`config.mk`:
```
export PLATFORM = sky130hd
export DESIGN_NAME = uart_rx_fifo
export DESIGN_NICKNAME = d
export VERILOG_FILES = /design/src/rtl/uart_rx_fifo_pkg.sv /design/src/rtl/uart_fifo_mem.sv /design/src/rtl/uart_rx_fifo.sv
export SDC_FILE = /design/constraint.sdc
export NUM_CORES = 1
export LEC_CHECK = 0
export BUFFER_PORTS_ARGS = -buffer_cell sky130_fd_sc_hd__buf_2
export CAP_MARGIN = 20
export CORE_MARGIN = 2
export CORE_UTILIZATION = 40
export DETAILED_ROUTE_END_ITERATION = 10
export GPL_TIMING_DRIVEN = 0
export RECOVER_POWER = 25
export SLEW_MARGIN = 10
export SYNTH_ARGS = -nofsm -noshare
export SYNTH_HDL_FRONTEND = slang
export SYNTH_SLANG_ARGS = --single-unit
```
`constraint.sdc`:
```
create_clock -name clk -period 2 [get_ports clk]
set_input_delay 0.2 -clock clk [delete_from_list [all_inputs] [get_ports clk]]
set_output_delay 0.2 -clock clk [all_outputs]
set_load 0.05 [all_outputs]
```
`src/rtl/uart_rx_fifo_pkg.sv`:
```
// Shared UART definitions: byte width, default receive FIFO depth and FIFO operation encoding.
package uart_rx_fifo_pkg;
    localparam int UART_DATA_W    = 8;
    localparam int RX_FIFO_ADDR_W = 4;

    // Encoding of {write accepted, read accepted} for the pointer/flag update.
    typedef enum logic [1:0] {
        OP_IDLE  = 2'b00,
        OP_RD    = 2'b01,
        OP_WR    = 2'b10,
        OP_WR_RD = 2'b11
    } fifo_op_e;
endpackage

```
`src/rtl/uart_fifo_mem.sv`:
```
// Register file, 2**ADDR_W x DATA_W: synchronous write port, asynchronous read port.
// Latency: write visible on rdata after the write edge; no backpressure, caller gates we.
// Storage is intentionally unreset.
module uart_fifo_mem #(
    parameter int DATA_W = 8,
    parameter int ADDR_W = 4
) (
    input  logic              clk,
    input  logic              we,
    input  logic [ADDR_W-1:0] waddr,
    input  logic [DATA_W-1:0] wdata,
    input  logic [ADDR_W-1:0] raddr,
    output logic [DATA_W-1:0] rdata
);
    logic [DATA_W-1:0] mem [2**ADDR_W];

    always_ff @(posedge clk) begin
        if (we) mem[waddr] <= wdata;
    end

    assign rdata = mem[raddr];
endmodule

```
`src/rtl/uart_rx_fifo.sv`:
```
// UART receive byte FIFO (first-word-fall-through) with sticky overrun; UART_RX_FIFO_CNT_EN adds count.
// Latency: a written byte shows on dout one edge later; a pop exposes the next entry one edge later.
// Backpressure: none toward the receiver -- writes while full are dropped and set overrun.
module uart_rx_fifo
    import uart_rx_fifo_pkg::*;
#(
    parameter int DATA_W = UART_DATA_W,
    parameter int ADDR_W = RX_FIFO_ADDR_W
) (
    input  logic              clk,
    input  logic              rst_n,
    input  logic              wr,
    input  logic [DATA_W-1:0] din,
    input  logic              rd,
    output logic [DATA_W-1:0] dout,
    output logic              empty,
    output logic              full,
    output logic              overrun,
`ifdef UART_RX_FIFO_CNT_EN
    output logic [ADDR_W:0]   count,
`endif
    input  logic              clr_ovr
);
    logic [ADDR_W-1:0] wr_ptr, rd_ptr;
    logic [ADDR_W-1:0] wr_ptr_inc, rd_ptr_inc;
    logic              rd_acc, wr_acc, drop;
    fifo_op_e          op;

    // A pop on a full FIFO frees the slot the incoming byte lands in.
    assign rd_acc     = rd && !empty;
    assign wr_acc     = wr && (!full || rd);
    assign drop       = wr && full && !rd;
    assign op         = fifo_op_e'({wr_acc, rd_acc});
    assign wr_ptr_inc = wr_ptr + ADDR_W'(1);
    assign rd_ptr_inc = rd_ptr + ADDR_W'(1);

    uart_fifo_mem #(
        .DATA_W (DATA_W),
        .ADDR_W (ADDR_W)
    ) u_mem (
        .clk   (clk),
        .we    (wr_acc),
        .waddr (wr_ptr),
        .wdata (din),
        .raddr (rd_ptr),
        .rdata (dout)
    );

    always_ff @(posedge clk or negedge rst_n) begin
        if (!rst_n) begin
            wr_ptr <= '0;
            rd_ptr <= '0;
            empty  <= 1'b1;
            full   <= 1'b0;
        end else begin
            case (op)
                OP_WR: begin
                    wr_ptr <= wr_ptr_inc;
                    empty  <= 1'b0;
                    if (wr_ptr_inc == rd_ptr) full <= 1'b1;
                end
                OP_RD: begin
                    rd_ptr <= rd_ptr_inc;
                    full   <= 1'b0;
                    if (rd_ptr_inc == wr_ptr) empty <= 1'b1;
                end
                OP_WR_RD: begin
                    wr_ptr <= wr_ptr_inc;
                    rd_ptr <= rd_ptr_inc;
                end
                default: ;
            endcase
        end
    end

    // A drop on the same edge as clr_ovr keeps the flag set.
    always_ff @(posedge clk or negedge rst_n) begin
        if (!rst_n)       overrun <= 1'b0;
        else if (drop)    overrun <= 1'b1;
        else if (clr_ovr) overrun <= 1'b0;
    end

`ifdef UART_RX_FIFO_CNT_EN
    always_ff @(posedge clk or negedge rst_n) begin
        if (!rst_n) begin
            count <= '0;
        end else begin
            case (op)
                OP_WR:   count <= count + (ADDR_W+1)'(1);
                OP_RD:   count <= count - (ADDR_W+1)'(1);
                default: ;
            endcase
        end
    end
`endif
endmodule

```
==> results of run 1 <==
## what timing repair did
item / in CTS / in global routing
hold buffers: 2 / 0
endpoints found under the hold margin: 12 / 0
pin swaps: 7 / 7
gates cloned: 0 / 1
gates resized for setup: 72 / 8
setup buffers: 7 / 3
setup endpoints to repair: 136 / 136
## routing by layer
metal	track usage (%)	part of all wire, %
met5	0	0
met4	7.83	1.8
met3	4.32	4.9
met2	25.6	49
met1	23.3	44
## cell usage in the layout, fill, tap and decap left out, drive strengths merged, types with 3 or more instances in the layout
cell and instances:
mux4 32, xnor2 10, clkinv 9, ha 5
clkbuf 27, nor2 14, edfxtp 128, a22oi 16
clkinvlp 3, inv 4, nor3 5, buf 36
clkdlybuf4s25 3, nand2 17, nand2b 3, dfrtp 10
xor2 5
## through the flow
stage | cell area [µm²] | setup WS [ns] | power, mW | util (%) | std cells
3_3_place_gp | 5970 | -0.571 | 7.39 | 43.3 | 483
4_1_cts | 6820 | -0.422 | 11.1 | 49.5 | 523
2_1_floorplan | 5630 | -0.195 | 6.48 | - | 280
5_1_grt | 6880 | -0.469 | 11.6 | 49.9 | 526
3_5_place_dp | 5980 | -0.284 | 7.44 | 43.4 | 484
6_report | 6880 | -0.394 | 11.2 | 49.9 | 526
## cell type report
| type | count | area [µm²] |
|---|---|---|
| clock inverter | 14 | 131 |
| buffer | 14 | 144 |
| timing repair buffer | 37 | 310 |
| clock buffer | 17 | 425 |
| inverter | 4 | 15.0 |
| tap | 180 | 225 |
| sequential | 139 | 4120 |
| fill | 1170 | 6890 |
| multi-input combinational | 121 | 1510 |
## sequential cells by signal (all words and copies together), names as in the netlist
| register | flops |
|---|---|
| u_mem.mem | 128 |
| empty | 1 |
| rd_ptr | 4 |
| full | 1 |
| wr_ptr | 4 |
| overrun | 1 |
## worst reg2reg max path, cell delays in order, from the launching register on
cell and delay (ns):
dfrtp_1 0.39, nand2b_1 0.12, and2_1 0.34, nand2_2 0.25
nor3_4 0.29, buf_4 0.19
## kinds of logic (layout without fill, tap and decap cells)
| family | count (synthesis) | count (layout) | share of synthesized area, % |
|---|---|---|---|
| AOI/OAI and AO/OA | 20 | 20 | 2.70 |
| xor gates and xnor gates | 15 | 15 | 2.34 |
| adders and majority gates | 5 | 5 | 1.11 |
| buffers and inverters | 20 | 86 | 2.63 |
| DFF | 139 | 139 | 73.4 |
| muxes | 33 | 33 | 14.0 |
| and+or+nand+nor | 48 | 48 | 3.83 |
## worst max path at each step
stage                      endpoint  slack, ns  depth (start not counted)
floorplan           u_mem.mem[1][0]      -0.19                          5
global placement    u_mem.mem[2][3]      -0.57                          5
detailed placement          dout[1]      -0.28                          6
CTS                         dout[2]      -0.42                          6
global route                dout[4]      -0.47                          6
finish                      dout[4]      -0.39                          6
## power breakdown
| group | internal [mW] | switching, mW | leakage (nW) |
|---|---|---|---|
| combinational | 1.88 | 2.61 | 0.728 |
| clock | 1.80 | 1.13 | 0.267 |
| sequential | 3.55 | 0.199 | 1.29 |
| total | 7.23 | 3.94 | 2.28 |
==> flow_metrics.env, run 1 <==
export IMPL_syn_nets=298
export IMPL_ys_seq_area_share_pct=73.4
export IMPL_timing_fmax_mhz=418
export IMPL_max_stage_delay_ns=0.55
export IMPL_dieArea_um2=15000
export IMPL_endpoint_kind="primary output"
export IMPL_ys_types=30
export IMPL_grt_pass1_wl_um=17400
export IMPL_cap_violations=0
export IMPL_synth_cells=280
export IMPL_critPathBufInv=3
export IMPL_h_tree_depth=4
export IMPL_crit_start="rd_ptr[0]"
export IMPL_die_h_um=122
export IMPL_setup_viol=8
export IMPL_r2r_slack_ns=0.14
export IMPL_clk_path_buf_depth=2
export IMPL_violations="setup timing"
export IMPL_synth_edf_count=128
export IMPL_r2r_end="u_mem.mem[1][3]"
export IMPL_root_buffer="clkbuf_16"
export IMPL_drtAntennaViolNets=0
export IMPL_holdPathStages=3
export IMPL_min_to="overrun"
export IMPL_first_iter_violations=277
export IMPL_clock_skew_ns=0.00778
export IMPL_cts_tree="built"
export IMPL_cp_slowest_cell="mux4_2"
export IMPL_slew_violations=0
export IMPL_powerDensity_nw_per_um2=1620
export IMPL_antenna_cells=0
export IMPL_hold_class="input port to flop"
export IMPL_yosysMostFrequentCell="edfxtp_1"
export IMPL_clk_latency_ns=0.42
export IMPL_slew_headroom_pct=49.0
export IMPL_syn_avg_cell_area_um2=20.0
export IMPL_layout_setup_ws_ns=-0.394
export IMPL_via_per_inst=5.24
export IMPL_finalCritPeriodShare_pct=120
export IMPL_area_growth_pct=22.6
export IMPL_startpoint_type="flop"
export IMPL_place_hpwl_um=7190
export IMPL_crit_chain="buf_8 > buf_12 > mux4_2 > a22oi_2 > nand2_1 > buf_6"
export IMPL_hold_violations=0
export IMPL_synth_common_cells="128 x edfxtp_1, 18 x mux4_2, 17 x nand2_1, 16 x a22oi_1"
export IMPL_cts_buffers=17
export IMPL_synth_flop_cell="edfxtp_1"
export IMPL_grt_antenna_before_repair=0
export IMPL_cp_required_ns=1.80
export IMPL_start_util_pct=40.8
export IMPL_routedWlPerCell_um=22.1
export IMPL_ff2ff_path_depth=5
export IMPL_io_buffer_count=23
export IMPL_grt_pass1_vias=2863
export IMPL_async_flop_share_pct=7.91
export IMPL_syn_area_um2=5610
export IMPL_setup_worst_path_class="flop to primary output"
export IMPL_grt_max_degree=17
export IMPL_worstPathMaxFanout=7
export IMPL_fin_tns_setup_ns=-2.98
export IMPL_worstHoldStart="wr"
export IMPL_grt_total_usage_pct=17.0
export IMPL_yosysTopAreaCell="edfxtp_1"
export IMPL_synth_seq_cells=139
export IMPL_reg2reg_from="full"
export IMPL_die_width_um=122
export IMPL_drtPass1Iterations=4
export IMPL_synth_area_leaders="edfxtp_1 68%, mux4_2 7.2%, mux4_1 6.6%"
export IMPL_peakVddDrop_mv=0.862
export IMPL_rsz0062_at_grt="true"
export IMPL_core_area_um2=13800
export IMPL_worst_pin_slew_ns=0.765
export IMPL_io_pins=24
export IMPL_path_clk_slew_ns=0.05
export IMPL_whs_ns=0.0820
export IMPL_num_rows=43
export IMPL_clock_sinks=139
export IMPL_status="finished, violations left"
export IMPL_place_congestion=0.842
export IMPL_synth_top_area_share_pct=68.5
export IMPL_leakage_nw=2.28
export IMPL_path_delay_family="multiplexers"
export IMPL_drc=0
export IMPL_gr_total_overflow=0
export IMPL_finalCriticalPeriod_ns=2.39
export IMPL_vias=2754
export IMPL_drive_gt1_share_pct=39.3
export IMPL_nets=352
export IMPL_wirelength_um=11600
export IMPL_ys_warnings_count=0
export IMPL_cp_arrival_ns=2.19
(Power assumes the default switching activity.)
==> inputs of run 2 (changes only) <==
- CORE_MARGIN: 2 -> not set
- GPL_TIMING_DRIVEN: 0 -> not set
==> run 2 against run 1 <==
  * The run still ends with setup timing left
  * Utilization is 0.48 points higher
  * Maximum frequency is 4.7% higher
  * Flip-flop and latch count stayed put
  * Clock power is 4% lower
  * Sequential share of layout area is 0.86 points higher
  * Largest power group unchanged
==> flow_metrics.env, run 2 (synthesis gave the netlist of run 1 again) <==
export IMPL_grt_pass1_wl_um=18300
export IMPL_final_common_cell="edfxtp_1"
export IMPL_max_stage_delay_ns=0.55
export IMPL_largest_registers="u_mem.mem (128), rd_ptr (4), wr_ptr (4)"
export IMPL_core_area_um2=13500
export IMPL_place_congestion=0.698
export IMPL_cp_slowest_cell="mux4_1"
export IMPL_wirelength_um=12000
export IMPL_num_rows=42
export IMPL_layout_setup_ws_ns=-0.288
export IMPL_seqPwrFrac_pct=34.5
export IMPL_cp_common_cell="buf_12"
export IMPL_rsz0062_at_grt="true"
export IMPL_grt_antenna_before_repair=0
export IMPL_ff2ff_path_depth=8
export IMPL_first_iter_violations=208
export IMPL_slew_headroom_pct=54.5
export IMPL_clkPwrFrac_pct=25.8
export IMPL_peakVddDrop_mv=0.685
export IMPL_endpoint_kind="primary output"
export IMPL_crit_path_end="dout[1]"
export IMPL_fin_util_pct=50.4
export IMPL_layout_cells_non_filler=530
export IMPL_routedWlPerCell_um=22.6
export IMPL_crit_start="rd_ptr[0]"
export IMPL_reg2reg_from="rd_ptr[0]"
export IMPL_dp_cells=492
export IMPL_worstPathMaxFanout=8
export IMPL_h_tree_depth=4
export IMPL_final_cell_mix="128 x edfxtp_1, 31 x mux4_2, 26 x buf_4, 17 x clkbuf_16, 16 x nand2_1"
export IMPL_cap_violations=0
export IMPL_cp_depth=6
export IMPL_leakage_nw=2.32
export IMPL_critPathBufInv=3
export IMPL_crit_chain="buf_12 > buf_12 > mux4_1 > a22oi_1 > nand2_1 > buf_6"
export IMPL_grt_total_usage_pct=18.3
export IMPL_gr_total_overflow=0
export IMPL_drive_gt1_share_pct=35.3
export IMPL_hold_class="input port to flop"
export IMPL_r2r_slack_ns=0.12
export IMPL_root_buffer="clkbuf_16"
export IMPL_path_delay_family="multiplexers"
export IMPL_area_growth_pct=20.9
export IMPL_grt_max_degree=21
export IMPL_finalCritPeriodShare_pct=114
export IMPL_startpoint_type="flop"
export IMPL_via_per_inst=5.31
export IMPL_largest_register_ffs=128
export IMPL_p_int_mw=7.15
export IMPL_p_comb_share_pct=39.7
export IMPL_cts_tree="built"
export IMPL_clock_skew_ns=0.00677
export IMPL_netSwitchingFraction_pct=34.5
export IMPL_io_pins=24
export IMPL_start_util_pct=41.7
export IMPL_grt_pass1_vias=2984
export IMPL_fill_cells=1124
export IMPL_io_buffer_count=23
export IMPL_finalCriticalPeriod_ns=2.29
export IMPL_clock_sinks=139
export IMPL_setup_viol=8
export IMPL_path_clk_slew_ns=0.05
export IMPL_drc=0
export IMPL_setup_worst_path_class="flop to primary output"
export IMPL_die_width_um=120
export IMPL_timing_fmax_mhz=437
export IMPL_cp_required_ns=1.80
export IMPL_die_h_um=120
export IMPL_place_hpwl_um=7450
export IMPL_antenna_cells=0
export IMPL_violations="setup timing"
export IMPL_r2r_end="empty"
export IMPL_cp_arrival_ns=2.09
export IMPL_fin_tns_setup_ns=-2.10
export IMPL_cts_buffers=17
export IMPL_pre_cts_slack_ns=0.0230
export IMPL_worst_pin_slew_ns=0.682
export IMPL_p_sw_mw=3.76
export IMPL_seq_area_um2=4120
export IMPL_status="finished, violations left"
export IMPL_drtAntennaViolNets=0
export IMPL_drtPass1Iterations=4
export IMPL_dieArea_um2=14500
export IMPL_p_total_mw=10.9
export IMPL_clk_latency_ns=0.42
export IMPL_nets=360
export IMPL_largest_register="u_mem.mem"
export IMPL_clk_path_buf_depth=2
export IMPL_slew_violations=0
export IMPL_multi_input_area_um2=1360
export IMPL_vias=2816
export IMPL_powerDensity_nw_per_um2=1610
export IMPL_hold_violations=0
run 2: cell types whose count changed in the layout (fill, tap and decap cells not counted), sizes merged, moves of 2 or more:
cell and change:
clkdlybuf4s25 -3, buf +15, clkinvlp -3, inv +2, clkbuf -3
run 2: how the worst min path moves through the flow:
stage | from | cells past startpoint | end | slack [ns]
global placement | rst_n | 1 | overrun | 0.09
detailed placement | rst_n | 1 | full | 0.1
finish | wr | 3 | overrun | 0.06
floorplan | rst_n | 0 | full | -0.1
CTS | wr | 3 | overrun | 0.05
global route | wr | 3 | overrun | 0.07
run 2: metal layers:
metal | vias up | part of all wire, % | GRT usage, %
met2 | 106 | 50 | 29.2
met4 | 0 | 1.4 | 7.95
li1 | 1240 | - | -
met3 | 17 | 7.5 | 4.58
met5 | - | 0 | 0
met1 | 1453 | 41 | 23.8
run 2: area by class of cell:
class | instances | share of cell area [%]
inverters | 4 | 0.221
flip-flops and latches | 139 | 60.8
repair buffers | 59 | 7.84
multi-input cells | 121 | 20.1
clock inverters | 13 | 1.51
well taps | 176 | 3.25
clock buffers | 18 | 6.33
run 2: worst min-delay path, stage by stage:
cell     delay, ns
buf_2         0.11
inv_1         0.06
o22ai_1       0.06
run 2: repair_timing:
item,4_1_cts,5_1_grt
hold buffers,2,0
setup endpoints to repair,8,9
buffers inserted,4,0
gates cloned,2,0
hold endpoints to repair,12,0
resized for setup,31,16
pin swaps,6,11
run 2: power by group through the flow:
stage	Combinational (mW)	Clock, mW	Sequential [mW]
6_report	4.33	2.81	3.76
5_1_grt	4.59	2.97	3.80
4_1_cts	4.31	2.85	3.76
3_5_place_dp	3.64	0	3.82
3_3_place_gp	3.63	0	3.81
2_1_floorplan	2.72	0	3.76
run 2: metrics by stage:
step           area [µm²]  hold WS (ns)
2_1_floorplan        5630       -0.0956
3_3_place_gp         6080        0.0924
3_5_place_dp         6080        0.0960
4_1_cts              6810        0.0487
5_1_grt              6780        0.0733
6_report             6780        0.0584
